$ cat src/rtl/jtopll_wrsched_pkg.sv
// jtopll_wrsched_pkg: OPLL register map decode, strobe classes and scheduler FSM states
package jtopll_wrsched_pkg;
  localparam logic [7:0] A_RHY = 8'h0E;
  localparam logic [3:0] CH_LAST = 4'd8;
  typedef enum logic [1:0] {ST_IDLE, ST_POP, ST_WAIT, ST_APPLY} st_e;
  typedef enum logic [2:0] {CL_NONE, CL_PATCH, CL_RHY, CL_FLO, CL_FHI, CL_INST} cls_e;
  typedef struct packed {
    logic [7:0] a;
    logic [7:0] d;
  } wr_t;
  function automatic cls_e decode(input logic [7:0] a);
    return a[7:3] == 5'd0 ? CL_PATCH :
           a == A_RHY ? CL_RHY :
           (a[3:0] > CH_LAST || a[7:6] != 2'd0) ? CL_NONE :
           a[5:4] == 2'd1 ? CL_FLO :
           a[5:4] == 2'd2 ? CL_FHI :
           a[5:4] == 2'd3 ? CL_INST : CL_NONE;
  endfunction
  // strobe mask order: {up_original, up_inst, up_fnumhi, up_fnumlo}
  function automatic logic [3:0] up_mask(input cls_e c);
    return c == CL_FLO ? 4'b0001 : c == CL_FHI ? 4'b0010 :
           c == CL_INST ? 4'b0100 : c == CL_PATCH ? 4'b1000 : 4'b0000;
  endfunction
  function automatic logic [1:0] ch_grp(input logic [3:0] c);
    return c >= 4'd6 ? 2'd2 : c >= 4'd3 ? 2'd1 : 2'd0;
  endfunction
  function automatic logic [2:0] ch_sub(input logic [3:0] c);
    return 3'(c >= 4'd6 ? c - 4'd6 : c >= 4'd3 ? c - 4'd3 : c);
  endfunction
endpackage

$ cat src/rtl/jtopll_wrfifo.sv
// jtopll_wrfifo: synchronous FIFO; a push into a full FIFO is ignored
module jtopll_wrfifo #(
  parameter int WIDTH = 16,
  parameter int AW = 2
) (
  input  logic             clk,
  input  logic             rst,
  input  logic             push,
  input  logic             pop,
  input  logic [WIDTH-1:0] din,
  output logic [WIDTH-1:0] dout,
  output logic             full,
  output logic             empty
);
  logic [WIDTH-1:0] r_mem [2**AW];
  logic [AW-1:0] r_wp, r_rp;
  logic [AW:0] r_cnt;
  logic w_push, w_pop;
  assign w_push = push && !full;
  assign w_pop = pop && !empty;
  assign full = r_cnt[AW];
  assign empty = r_cnt == '0;
  assign dout = r_mem[r_rp];
  always_ff @(posedge clk)
    if (w_push) r_mem[r_wp] <= din;
  always_ff @(posedge clk) begin
    if (rst) begin
      r_wp <= '0;
      r_rp <= '0;
      r_cnt <= '0;
    end else begin
      r_wp <= r_wp + AW'(w_push);
      r_rp <= r_rp + AW'(w_pop);
      r_cnt <= r_cnt + (AW+1)'(w_push) - (AW+1)'(w_pop);
    end
  end
endmodule

$ cat src/rtl/jtopll_wrsched.sv
// jtopll_wrsched: queues CPU writes and turns them into register-block update strobes,
// holding channel strobes for a full slot round; also owns the rhythm register.
module jtopll_wrsched
  import jtopll_wrsched_pkg::*;
#(
  parameter int FIFO_AW = 2,
  parameter int APPLY_LEN = 18
) (
  input  logic       clk,
  input  logic       rst,
  input  logic       cen,
  input  logic       addr,
  input  logic [7:0] din,
  input  logic       wr,
  output logic       busy,
  output logic       ovf,
  input  logic       zero,
  output logic [7:0] reg_din,
  output logic [1:0] sel_group,
  output logic [2:0] sel_sub,
  output logic       up_fnumlo,
  output logic       up_fnumhi,
  output logic       up_inst,
  output logic       up_original,
  output logic       rhy_en,
  output logic [4:0] rhy_kon
);
  localparam int CW = $clog2(APPLY_LEN);
  localparam logic [CW-1:0] LAST = CW'(APPLY_LEN - 1);
  st_e r_st;
  cls_e w_cls;
  wr_t w_head;
  logic [7:0] r_alatch, r_din;
  logic [CW-1:0] r_cnt;
  logic [3:0] r_up, r_mask, w_ch;
  logic [1:0] r_grp;
  logic [2:0] r_sub;
  logic [4:0] r_rhy_kon;
  logic r_ovf, r_rhy_en, w_push, w_pop, w_full, w_empty;
  assign w_push = wr && addr;
  assign w_pop = r_st == ST_POP;
  assign w_cls = decode(w_head.a);
  assign w_ch = w_head.a[3:0];
  jtopll_wrfifo #(.WIDTH(16), .AW(FIFO_AW)) u_fifo (
    .clk(clk),
    .rst(rst),
    .push(w_push),
    .pop(w_pop),
    .din({r_alatch, din}),
    .dout(w_head),
    .full(w_full),
    .empty(w_empty)
  );
  always_ff @(posedge clk) begin
    if (rst) begin
      r_alatch <= '0;
      r_ovf <= 1'b0;
    end else begin
      if (wr && !addr) r_alatch <= din;
      if (w_push && w_full) r_ovf <= 1'b1;
    end
  end
  always_ff @(posedge clk) begin
    if (rst) begin
      r_st <= ST_IDLE;
      r_up <= '0;
      r_mask <= '0;
      r_cnt <= '0;
      r_din <= '0;
      r_grp <= '0;
      r_sub <= '0;
      r_rhy_en <= 1'b0;
      r_rhy_kon <= '0;
    end else begin
      case (r_st)
        ST_IDLE: begin
          r_up <= '0;
          if (!w_empty) r_st <= ST_POP;
        end
        ST_POP: begin
          r_din <= w_head.d;
          r_grp <= w_cls == CL_PATCH ? 2'd0 : ch_grp(w_ch);
          r_sub <= w_cls == CL_PATCH ? w_head.a[2:0] : ch_sub(w_ch);
          r_mask <= up_mask(w_cls);
          r_up <= w_cls == CL_PATCH ? up_mask(CL_PATCH) : 4'b0000;
          if (w_cls == CL_RHY) {r_rhy_en, r_rhy_kon} <= w_head.d[5:0];
          r_st <= w_cls inside {CL_FLO, CL_FHI, CL_INST} ? ST_WAIT : ST_IDLE;
        end
        ST_WAIT:
          if (cen && zero) begin
            r_st <= ST_APPLY;
            r_cnt <= '0;
            r_up <= r_mask;
          end
        ST_APPLY:
          if (cen) begin
            r_cnt <= r_cnt + 1'b1;
            if (r_cnt == LAST) begin
              r_up <= '0;
              r_st <= ST_IDLE;
            end
          end
        default: r_st <= ST_IDLE;
      endcase
    end
  end
  assign busy = r_st != ST_IDLE || !w_empty;
  assign ovf = r_ovf;
  assign reg_din = r_din;
  assign sel_group = r_grp;
  assign sel_sub = r_sub;
  assign {up_original, up_inst, up_fnumhi, up_fnumlo} = r_up;
  assign rhy_en = r_rhy_en;
  assign rhy_kon = r_rhy_kon;
endmodule

$ cat config.mk
export PLATFORM = sky130hd
export DESIGN_NAME = jtopll_wrsched
export DESIGN_NICKNAME = d
export VERILOG_FILES = /design/src/rtl/jtopll_wrsched_pkg.sv /design/src/rtl/jtopll_wrfifo.sv /design/src/rtl/jtopll_wrsched.sv
export SDC_FILE = /design/constraint.sdc
export NUM_CORES = 1
export LEC_CHECK = 0
export ABC_CLOCK_PERIOD_IN_PS = 5750
export BUFFER_PORTS_ARGS = -buffer_cell sky130_fd_sc_hd__buf_2
export CAP_MARGIN = 20
export CORE_MARGIN = 2
export CORE_UTILIZATION = 63
export DETAILED_ROUTE_END_ITERATION = 10
export HOLD_SLACK_MARGIN = 0.02
export PLACE_DENSITY_LB_ADDON = 0.25
export SETUP_SLACK_MARGIN = 0.05
export SLEW_MARGIN = 20
export SYNTH_ARGS = -nofsm -noshare
export SYNTH_HDL_FRONTEND = slang
export SYNTH_SLANG_ARGS = --single-unit
$ cat constraint.sdc
create_clock -name clk -period 5.75 [get_ports clk]
set_input_delay 1.725 -clock clk [delete_from_list [all_inputs] [get_ports clk]]
set_output_delay 1.725 -clock clk [all_outputs]
set_load 0.02 [all_outputs]
==> run summary, run 1 <==
DR vias: 2796
Largest net degree at the start of global routing: 49
Most common cell after layout, fill and taps aside: edfxtp_1
Arrival time worst endpoint: 1500 ps
DIE HEIGHT: 89.3 um
PortBufs: 38
CP Launch Type: register
Vias/cell: 5.65
GRT overflow: 0
Global-route wire length before repair: 14100 um
Max Root-Sink Buffers: 2
Worst skew pair latency: 510 ps
Synth area leaders: edfxtp_1 42%, dfxtp_1 22%, mux4_2 7.4%
Final Hold Violating Endpoints: 0
Reg area: 2920 um2
Worst Path Max Fanout: 5
CP endpoint kind: output pin
Initial Util: 0.643
CTS H-Tree Depth: 4
Fill count: 468
Die width: 89.3 um
Post CTS Setup Buffer Count: 0
Cts hold-fix bufs: 0
Mean post-synth cell area: 13.7 um2
CP delay by family, top: simple AND/OR/NAND/NOR gates
Crit Path Category: reg -> out
Final setup vio count: 0
Mapped Nets: 364
WL/cell: 18.2 um
Clock Tree Root: clkbuf_8
CTS clk-pin slew, worst paths: 60 ps
TritonRoute pass-1 iters: 6
Antenna cell count: 0
CP Cell Sequence: nor3_1, nand2_1, buf_2
Sequential share of the synthesized area: 0.637
Pins Over Slew Limit: 0
Biggest area consumer among synthesized cells: edfxtp_1
Cell variety after synth: 47
CTS sink count: 114
Area occupied by multi-input gates: 1560 um2
Post-CTS resize count: 0
Ys async rst share: 0
Worst slew pin tran: 952 ps
DR DRC count: 0
Layout area overhead: 19.0%
GPL Wtd Cong: 0.763
Synth Flop Type: edfxtp_1
Proportion of layout cells with a drive suffix above 1: 0.242
Hold crit path type: reg -> reg
Flops & latches, synth: 114
Setup TNS: 0 ps
Status: finished clean
Slowest-stage cell, CP: dfxtp_1
Post-synth top area share: 0.419
Peak VDD IR: 276 uV
Final Skew: 5.99 ps
Post-synth EDFFs: 64
Tmin final: 3230 ps
Final ANT Viol Nets: 0
Leak: 2.13 nW
Most frequent cells in the layout: 64 x edfxtp_1, 51 x nor2_1, 50 x dfxtp_1
Critical path's largest stage delay: 380 ps
Iter 0 DRT Violations: 185
Core area: 7140 um2
Worst path buffer plus inverter count: 1
Floorplan row count: 31
Fmax: 0.310 GHz
CP required: 4030 ps
# IOs: 39
Mapped Cells: 334
Maximum Capacitance Violations: 0
NumNets Final: 413
DRT Wirelength: 8990 um
Antenna violations before repair: 0
RSZ-0062 raised after global routing: false
Fin util: 0.765
CTS tree: built
TritonCTS Buffers: 17
Post-synthesis cell area: 4590 um2
Hpwl dp: 5350 um
Rel. slew slack: 0.365
Overall routing resource usage: 0.252
Number of global-route vias before repair: 2737
Die Area: 7980 um2
Ys Warns: 0
PwrDens: 466 nW/um2
Period utilization: 0.562
report_power, final:
part           internal [mW]  switching (mW)  total (mW)
combinational          0.233           0.316       0.548
sequential             0.935          0.0483       0.983
clock                  0.653           0.359        1.01
total                   1.82           0.723        2.54
synthesized netlist by cell type (2+ instances only):
master,n
a21o_1,4
a21oi_1,13
a32oi_1,2
a41oi_1,2
and3_1,3
buf_2,3
buf_6,2
clkbuf_1,7
dfxtp_1,50
edfxtp_1,64
ha_1,15
inv_1,11
inv_2,2
mux2i_1,23
mux4_2,15
nand2_1,17
nand3_1,2
nand3b_1,3
nand4_1,8
nor2_1,51
nor2b_1,5
o21ai_1,2
xnor2_1,3
xor2_1,4
stage by stage:
step	power [mW]	cell area (um2)	instances	setup slack, ps	hold WS, ps
global placement	1.52	4880	463	2480	437
detailed placement	1.54	4880	463	2430	443
finish	2.54	5460	495	2520	445
floorplan	1.41	4590	334	1970	441
global route	2.66	5460	495	2420	464
CTS	2.56	5460	495	2490	450
worst reg2reg max path: stages, from the launching register on:
cell	delay [ps]
dfxtp_1	910
mux4_2	460
inv_1	140
ha_1	160
and3_1	140
nand4_1	530
mux2i_1	360
nor2_1	60
registers in the layout, summed over array words and instances, names as in the netlist, 3 cells and up, named ones only:
| register | cells |
|---|---|
| sel_sub | 3 |
| rhy_kon | 5 |
| u_fifo.r_mem | 64 |
| r_cnt | 5 |
| r_alatch | 8 |
| reg_din | 8 |
| r_up | 4 |
| r_mask | 4 |
| u_fifo.r_cnt | 3 |
layout make-up:
type,instances,area share
Clock buffer,17,0.0758
Timing Repair Buffer,43,0.0417
Sequential cell,114,0.535
Multi-Input combinational cell,194,0.285
Tap cell,99,0.0227
Inverter,13,0.00894
Clock inverter,15,0.0305
logic make-up (layout without fill, tap and decap cells):
kind of cell    Yosys count  after routing  share of synthesized area
compound gates           35             35                     0.0551
fa+ha+maj                16             16                     0.0453
simple gates             98             98                     0.0998
buf+inv                  26             88                     0.0254
xor+xnor                  7              7                     0.0134
flops                   114            114                      0.637
mux                      38             38                      0.124
path summary, 6_finish.rpt:
kind	slack, ps	start	cells past startpoint	end
setup reg to reg	2830	u_fifo.r_rp[1]	7	rhy_kon[2]
hold / removal	450	r_up[1]	2	r_up[1]
hold reg to reg	450	r_up[1]	2	r_up[1]
setup / recovery	2520	u_fifo.r_cnt[2]	3	busy
per-layer routing:
layer | global-route usage | vias up | part of all wire
li1 | - | 1321 | -
met1 | 0.293 | 1382 | 0.41
met2 | 0.435 | 84 | 0.53
met3 | 0.0914 | 9 | 0.049
met4 | 0.0828 | 0 | 0.014
met5 | 0 | - | 0
Power figures use the tool's default switching activity.
==> run 2: changes to the inputs <==
Settings changed: ABC_AREA set to 1, ABC_CLOCK_PERIOD_IN_PS 5750 to 2960, CORE_UTILIZATION 63 to 53.
Clock period 5.75 ns to 2.96 ns, I/O delays scaled along.
==> run summary, run 2 <==
Area occupied by multi-input gates: 1690 um2 (was 1560 um2)
DIE HEIGHT: 99.8 um (was 89.3 um)
Worst r2r dst: u_fifo.r_cnt[2] (was rhy_kon[2])
Proportion of layout cells with a drive suffix above 1: 0.207 (was 0.242)
Pins Over Slew Limit: 0 (unchanged)
Die width: 99.8 um (was 89.3 um)
Worst hold slack: 460 ps (was 445 ps)
Leak: 2.38 nW (was 2.13 nW)
Max FFs per register: 64 (unchanged)
Flops & latches, synth: 114 (unchanged)
Peak VDD IR: 497 uV (was 276 uV)
Ys Warns: 0 (unchanged)
Final setup vio count: 0 (unchanged)
TritonRoute pass-1 iters: 4 (was 6)
WL/cell: 15.4 um (was 18.2 um)
Layout area overhead: 18.7% (was 19.0%)
Clock Tree Root: clkbuf_8 (unchanged)
Arrival time worst endpoint: 1530 ps (was 1500 ps)
# IOs: 39 (unchanged)
Cell variety after synth: 38 (was 47)
Sequential share of the synthesized area: 0.601 (was 0.637)
Global-route wire length before repair: 17100 um (was 14100 um)
CP Launch Type: register (unchanged)
GRT overflow: 0 (unchanged)
Worst Path Max Fanout: 4 (was 5)
Reg-to-reg slack, setup: 680 ps (was 2830 ps)
Reg area: 2920 um2 (unchanged)
Most common cell after layout, fill and taps aside: nand2_1 (was edfxtp_1)
Antenna violations before repair: 0 (unchanged)
Mean post-synth cell area: 9.80 um2 (was 13.7 um2)
Final Skew: 9.51 ps (was 5.99 ps)
Setup TNS: 0 ps (unchanged)
Maximum Capacitance Violations: 0 (unchanged)
Floorplan row count: 34 (was 31)
CTS H-Tree Depth: 4 (unchanged)
Cells on worst reg2reg path: 12 (was 7)
Worst skew pair latency: 510 ps (about the same)
Vias/cell: 5.29 (was 5.65)
Post-synthesis cell area: 4860 um2 (was 4590 um2)
Post-synth EDFFs: 64 (unchanged)
Commonest cells in the synthesized netlist: 84 x nand2_1, 74 x nor2_1, 64 x edfxtp_1 (was 64 x edfxtp_1, 51 x nor2_1, 50 x dfxtp_1)
WHS Path Cells: 2 (unchanged)
Core area: 8810 um2 (was 7140 um2)
GPL Wtd Cong: 0.810 (was 0.763)
Post CTS Setup Buffer Count: 0 (unchanged)
Period utilization: 0.818
Hold crit path type: reg -> reg (unchanged)
TritonCTS Buffers: 17 (unchanged)
Fill count: 678 (was 468)
Most common cell in the synthesized netlist: nand2_1 (was edfxtp_1)
Max Root-Sink Buffers: 2 (unchanged)
Cts hold-fix bufs: 0 (unchanged)
Number of global-route vias before repair: 3512 (was 2737)
PortBufs: 38 (unchanged)
Met2 Use GR: 0.367 (was 0.435)
Mapped Nets: 526 (was 364)
CTS tree: built (unchanged)
CTS sink count: 114 (unchanged)
Most frequent cells in the layout: 84 x nand2_1, 74 x nor2_1, 64 x edfxtp_1 (was 64 x edfxtp_1, 51 x nor2_1, 50 x dfxtp_1)
WHS Endpoint: r_up[1] (unchanged)
DRT Wirelength: 10300 um (was 8990 um)
Synth Flop Type: edfxtp_1 (unchanged)
Antenna cell count: 0 (unchanged)
DR DRC count: 0 (unchanged)
Hpwl dp: 6780 um (was 5350 um)
Initial Util: 0.552 (was 0.643)
CP endpoint kind: output pin (unchanged)
Rel. slew slack: 0.534 (was 0.365)
Worst slew pin tran: 698 ps (was 952 ps)
GRT Max-Usage Layer: met2 (unchanged)
Hold_sp: r_up[1] (unchanged)
NumNets Final: 578 (was 413)
Ys async rst share: 0 (unchanged)
Tmin final: 2420 ps
Post-CTS resize count: 0 (unchanged)
Crit Path Category: reg -> out (unchanged)
Status: finished clean (unchanged)
Post-synth top area share: 0.395 (was 0.419)
RSZ-0062 raised after global routing: false (unchanged)
Register with the most flip-flops: u_fifo.r_mem (unchanged)
DR vias: 3541 (was 2796)
PwrDens: 916 nW/um2 (was 466 nW/um2)
Mapped Cells: 496 (was 334)
Global-route met1 utilization: 0.288 (was 0.293)
Iter 0 DRT Violations: 214 (was 185)
Die Area: 9950 um2 (was 7980 um2)
CP required: 2070 ps (was 4030 ps)
GRT met3 Usage: 0.0515 (was 0.0914)
Synth area leaders: edfxtp_1 40%, dfxtp_1 21%, nand2_1 6.5% (was edfxtp_1 42%, dfxtp_1 22%, mux4_2 7.4%)
Final ANT Viol Nets: 0 (unchanged)
Largest net degree at the start of global routing: 26 (was 49)
CTS clk-pin slew, worst paths: 60 ps (about the same)
Biggest area consumer among synthesized cells: edfxtp_1 (unchanged)
Overall routing resource usage: 0.226 (was 0.252)
Fmax: 0.413 GHz
Final Hold Violating Endpoints: 0 (unchanged)
-- run 2: changes by cell type after synthesis, moves of 5 or more --
| cell | before | now |
|---|---|---|
| nand2_1 | 17 | 84 |
| o21ai_0 | 0 | 41 |
| inv_1 | 11 | 40 |
| mux2i_1 | 23 | 0 |
| nor2_1 | 51 | 74 |
| nand3_1 | 2 | 22 |
| mux4_2 | 15 | 0 |
| nand2_2 | 0 | 10 |
| nor3_1 | 1 | 9 |
| o22ai_1 | 0 | 8 |
| a21oi_2 | 0 | 6 |
| nor2b_1 | 5 | 0 |
-- run 2: worst max path at each step --
stage | slack (ps) | cells after the start | to | start
after floorplan | 80 | 4 | u_fifo.r_mem[0][0] | wr
after global placement | 490 | 9 | u_fifo.r_cnt[2] | wr
after detailed placement | 400 | 9 | u_fifo.r_cnt[2] | wr
after CTS | 510 | 4 | busy | r_st[0]
after global routing | 480 | 4 | busy | r_st[0]
final | 540 | 4 | busy | r_st[0]
-- run 2: layout make-up --
type,instances,area share
Clock buffer,19,0.0731
Multi-Input combinational cell,318,0.294
Clock inverter,13,0.0234
Sequential cell,114,0.507
Tap cell,108,0.0234
Timing Repair Buffer,50,0.0486
Inverter,47,0.0314
-- run 2: per-layer routing --
metal	wire, um	share of wire
met2	5050	0.49
met4	114	0.011
met5	0	0
met1	4560	0.44
met3	573	0.056
-- run 2: power breakdown --
part | switching [mW] | internal, mW | leakage [nW] | total (mW)
clock | 0.709 | 1.19 | 0.264 | 1.90
combinational | 0.979 | 0.450 | 1.12 | 1.43
sequential | 0.0999 | 1.85 | 0.996 | 1.95
-- run 2: worst max-delay path, stage by stage (launching register included) --
cell and delay (ps):
dfxtp_1 370, inv_1 100, ha_1 210, nand4_1 140, buf_2 190
-- run 2: kinds of logic after synthesis --
| family | count (synthesis) | synth area share |
|---|---|---|
| AO/OA/AOI/OAI | 79 | 0.0909 |
| XOR/XNOR | 4 | 0.00721 |
| adder cells (fa/ha/maj) | 16 | 0.0427 |
| buffers and inverters | 64 | 0.0543 |
| flip-flops | 114 | 0.601 |
| AND/OR/NAND/NOR | 219 | 0.204 |
-- run 2: through the flow --
| step | total power [mW] | instances | cell area, um2 | worst slack [ps] | utilization |
|---|---|---|---|---|---|
| floorplan | 3.01 | 496 | 4860 | 78.4 | - |
| global placement | 3.34 | 637 | 5210 | 494 | 0.592 |
| detailed placement | 3.39 | 637 | 5210 | 396 | 0.592 |
| CTS | 5.32 | 669 | 5770 | 513 | 0.655 |
| global route | 5.59 | 669 | 5770 | 480 | 0.655 |
| finish | 5.28 | 669 | 5770 | 539 | 0.655 |
==> run 3: changes to the inputs <==
Settings changed: ABC_AREA 1 to 0, ABC_CLOCK_PERIOD_IN_PS 2960 to 2420, CORE_UTILIZATION 53 to 59.
Clock period 2.96 ns to 2.42 ns, I/O delays scaled along.
==> run summary, run 3 (synthesized netlist as in run 1, its figures left out) <==
Number of global-route vias before repair: 2909 (was 3512)
RSZ-0062 raised after global routing: true (was false)
Antenna cell count: 0 (unchanged)
GPL Wtd Cong: 0.905 (was 0.810)
DIE HEIGHT: 92.2 um (was 99.8 um)
Pre-CTS setup slack: 54.1 ps (was 396 ps)
Setup TNS: 0 ps (unchanged)
CTS clk-pin slew, worst paths: 60 ps (about the same)
Status: finished clean (unchanged)
Hold crit path type: reg -> reg (unchanged)
Crit Path Category: reg -> reg (was reg -> out)
CTS H-Tree Depth: 4 (unchanged)
PwrDens: 1070 nW/um2 (was 916 nW/um2)
DR vias: 2844 (was 3541)
Die width: 92.2 um (was 99.8 um)
CP Cell Sequence: mux4_2, inv_1, ha_1, inv_1, a21oi_1, a2111oi_1, a2111oi_2 (was inv_1, ha_1, nand4_1, buf_2)
Critical path's largest stage delay: 560 ps (was 370 ps)
Antenna violations before repair: 0 (unchanged)
TritonRoute pass-1 iters: 4 (unchanged)
Cells on worst reg2reg path: 7 (was 12)
Rel. slew slack: 0.626 (was 0.534)
Worst skew pair latency: 510 ps (about the same)
Arrival time worst endpoint: 2620 ps (was 1530 ps)
DR DRC count: 0 (unchanged)
CP Launch Type: register (unchanged)
Reg-to-reg slack, setup: 170 ps (was 680 ps)
PortBufs: 38 (unchanged)
Final worst setup slack: 171 ps (was 539 ps)
Die Area: 8500 um2 (was 9950 um2)
Max FFs per register: 64 (unchanged)
Fin util: 0.726 (was 0.655)
DRT Wirelength: 8850 um (was 10300 um)
Max Root-Sink Buffers: 2 (unchanged)
Core area: 7650 um2 (was 8810 um2)
Placed Instances: 478 (was 637)
TritonCTS Buffers: 17 (unchanged)
CTS sink count: 114 (unchanged)
Overall routing resource usage: 0.233 (was 0.226)
GRT overflow: 0 (unchanged)
Most frequent cells in the layout: 64 x edfxtp_1, 50 x nor2_1, 48 x dfxtp_1 (was 84 x nand2_1, 74 x nor2_1, 64 x edfxtp_1)
Tmin final: 2250 ps
WHS Path Cells: 2 (unchanged)
Worst Path Max Fanout: 6 (was 4)
Global-route wire length before repair: 14700 um (was 17100 um)
Final Hold Violating Endpoints: 0 (unchanged)
Design Power: 5.94 mW (was 5.28 mW)
Largest net degree at the start of global routing: 28 (was 26)
Crit path top cell by count: inv_1
Most common cell after layout, fill and taps aside: edfxtp_1 (was nand2_1)
Maximum Capacitance Violations: 0 (unchanged)
Fmax: 0.445 GHz
CTS tree: built (unchanged)
Proportion of layout cells with a drive suffix above 1: 0.281 (was 0.207)
Worst slew pin tran: 560 ps (was 698 ps)
Register with the most flip-flops: u_fifo.r_mem (unchanged)
Vias/cell: 5.57 (was 5.29)
Clock Tree Root: clkbuf_8 (unchanged)
WL/cell: 17.3 um (was 15.4 um)
WHS Endpoint: r_up[0] (was r_up[1])
Reg2reg start: u_fifo.r_rp[0]
CP delay by family, top: compound AO/OA/AOI/OAI gates (was flip-flops)
Initial Util: 0.600 (was 0.552)
Layout Cells excl Fill: 511 (was 669)
Period utilization: 0.929
Worst r2r dst: sel_sub[1] (was u_fifo.r_cnt[2])
NumNets Final: 426 (was 578)
Worst path buffer plus inverter count: 2 (unchanged)
Slowest-stage cell, CP: mux4_2 (was dfxtp_1)
Hpwl dp: 5720 um (was 6780 um)
Floorplan row count: 32 (was 34)
# IOs: 39 (unchanged)
Iter 0 DRT Violations: 154 (was 214)
Pins Over Slew Limit: 0 (unchanged)
Final Skew: 8.23 ps (was 9.51 ps)
Layout area overhead: 21.0% (was 18.7%)
Final ANT Viol Nets: 0 (unchanged)
Peak VDD IR: 580 uV (was 497 uV)
Hold_sp: r_up[0] (was r_up[1])
Leak: 2.17 nW (was 2.38 nW)
CP endpoint kind: register (was output pin)
CP required: 2790 ps (was 2070 ps)
Final setup vio count: 0 (unchanged)
-- run 3: cell type report --
| class | count | area [um2] |
|---|---|---|
| inverters | 13 | 48.8 |
| multi-input cells | 194 | 1570 |
| fillers | 496 | 2100 |
| clock inverters | 14 | 118 |
| clock buffers | 18 | 418 |
| well taps | 102 | 128 |
| flip-flops and latches | 114 | 2930 |
| repair buffers | 56 | 338 |
-- run 3: worst max path at each step --
| stage | cells past startpoint | slack, ps | end | startpoint |
|---|---|---|---|---|
| global route | 12 | 50 | u_fifo.r_cnt[2] | register |
| CTS | 11 | 90 | u_fifo.r_cnt[2] | r_st[0] |
| global placement | 7 | 150 | sel_sub[1] | u_fifo.r_rp[0] |
| floorplan | 9 | 100 | sel_sub[1] | u_fifo.r_rp[0] |
| finish | 7 | 170 | sel_sub[1] | u_fifo.r_rp[0] |
| detailed placement | 7 | 50 | sel_sub[1] | u_fifo.r_rp[0] |
-- run 3: per-layer routing --
| layer | track usage | share of wire | vias up |
|---|---|---|---|
| met2 | 0.388 | 0.51 | 60 |
| met1 | 0.289 | 0.43 | 1417 |
| met4 | 0.0970 | 0.017 | 0 |
| met5 | 0 | 0 | - |
| li1 | - | - | 1349 |
| met3 | 0.0657 | 0.040 | 18 |
-- run 3: where the power goes --
part / leakage [nW] / total (mW) / internal, mW / switching, mW
sequential: 0.996 / 2.35 / 2.22 / 0.124
clock: 0.242 / 2.21 / 1.35 / 0.867
combinational: 0.930 / 1.37 / 0.612 / 0.761
-- run 3: timing repair --
action,in CTS,in global routing
setup endpoints to repair,2,2
pin swaps,0,0
resized for setup,2,6
setup buffers,0,1
hold buffers,0,0
-- run 3: worst min-delay path: stages, from the launching register on --
cell and delay, ps:
dfxtp_1 310, nand2_1 50, a21oi_1 50
-- run 3: through the flow --
step | hold slack, ps | cell area, um2
after floorplan | 441 | 4590
after global placement | 441 | 4990
after detailed placement | 445 | 4990
after CTS | 435 | 5530
after global routing | 434 | 5550
final | 451 | 5550
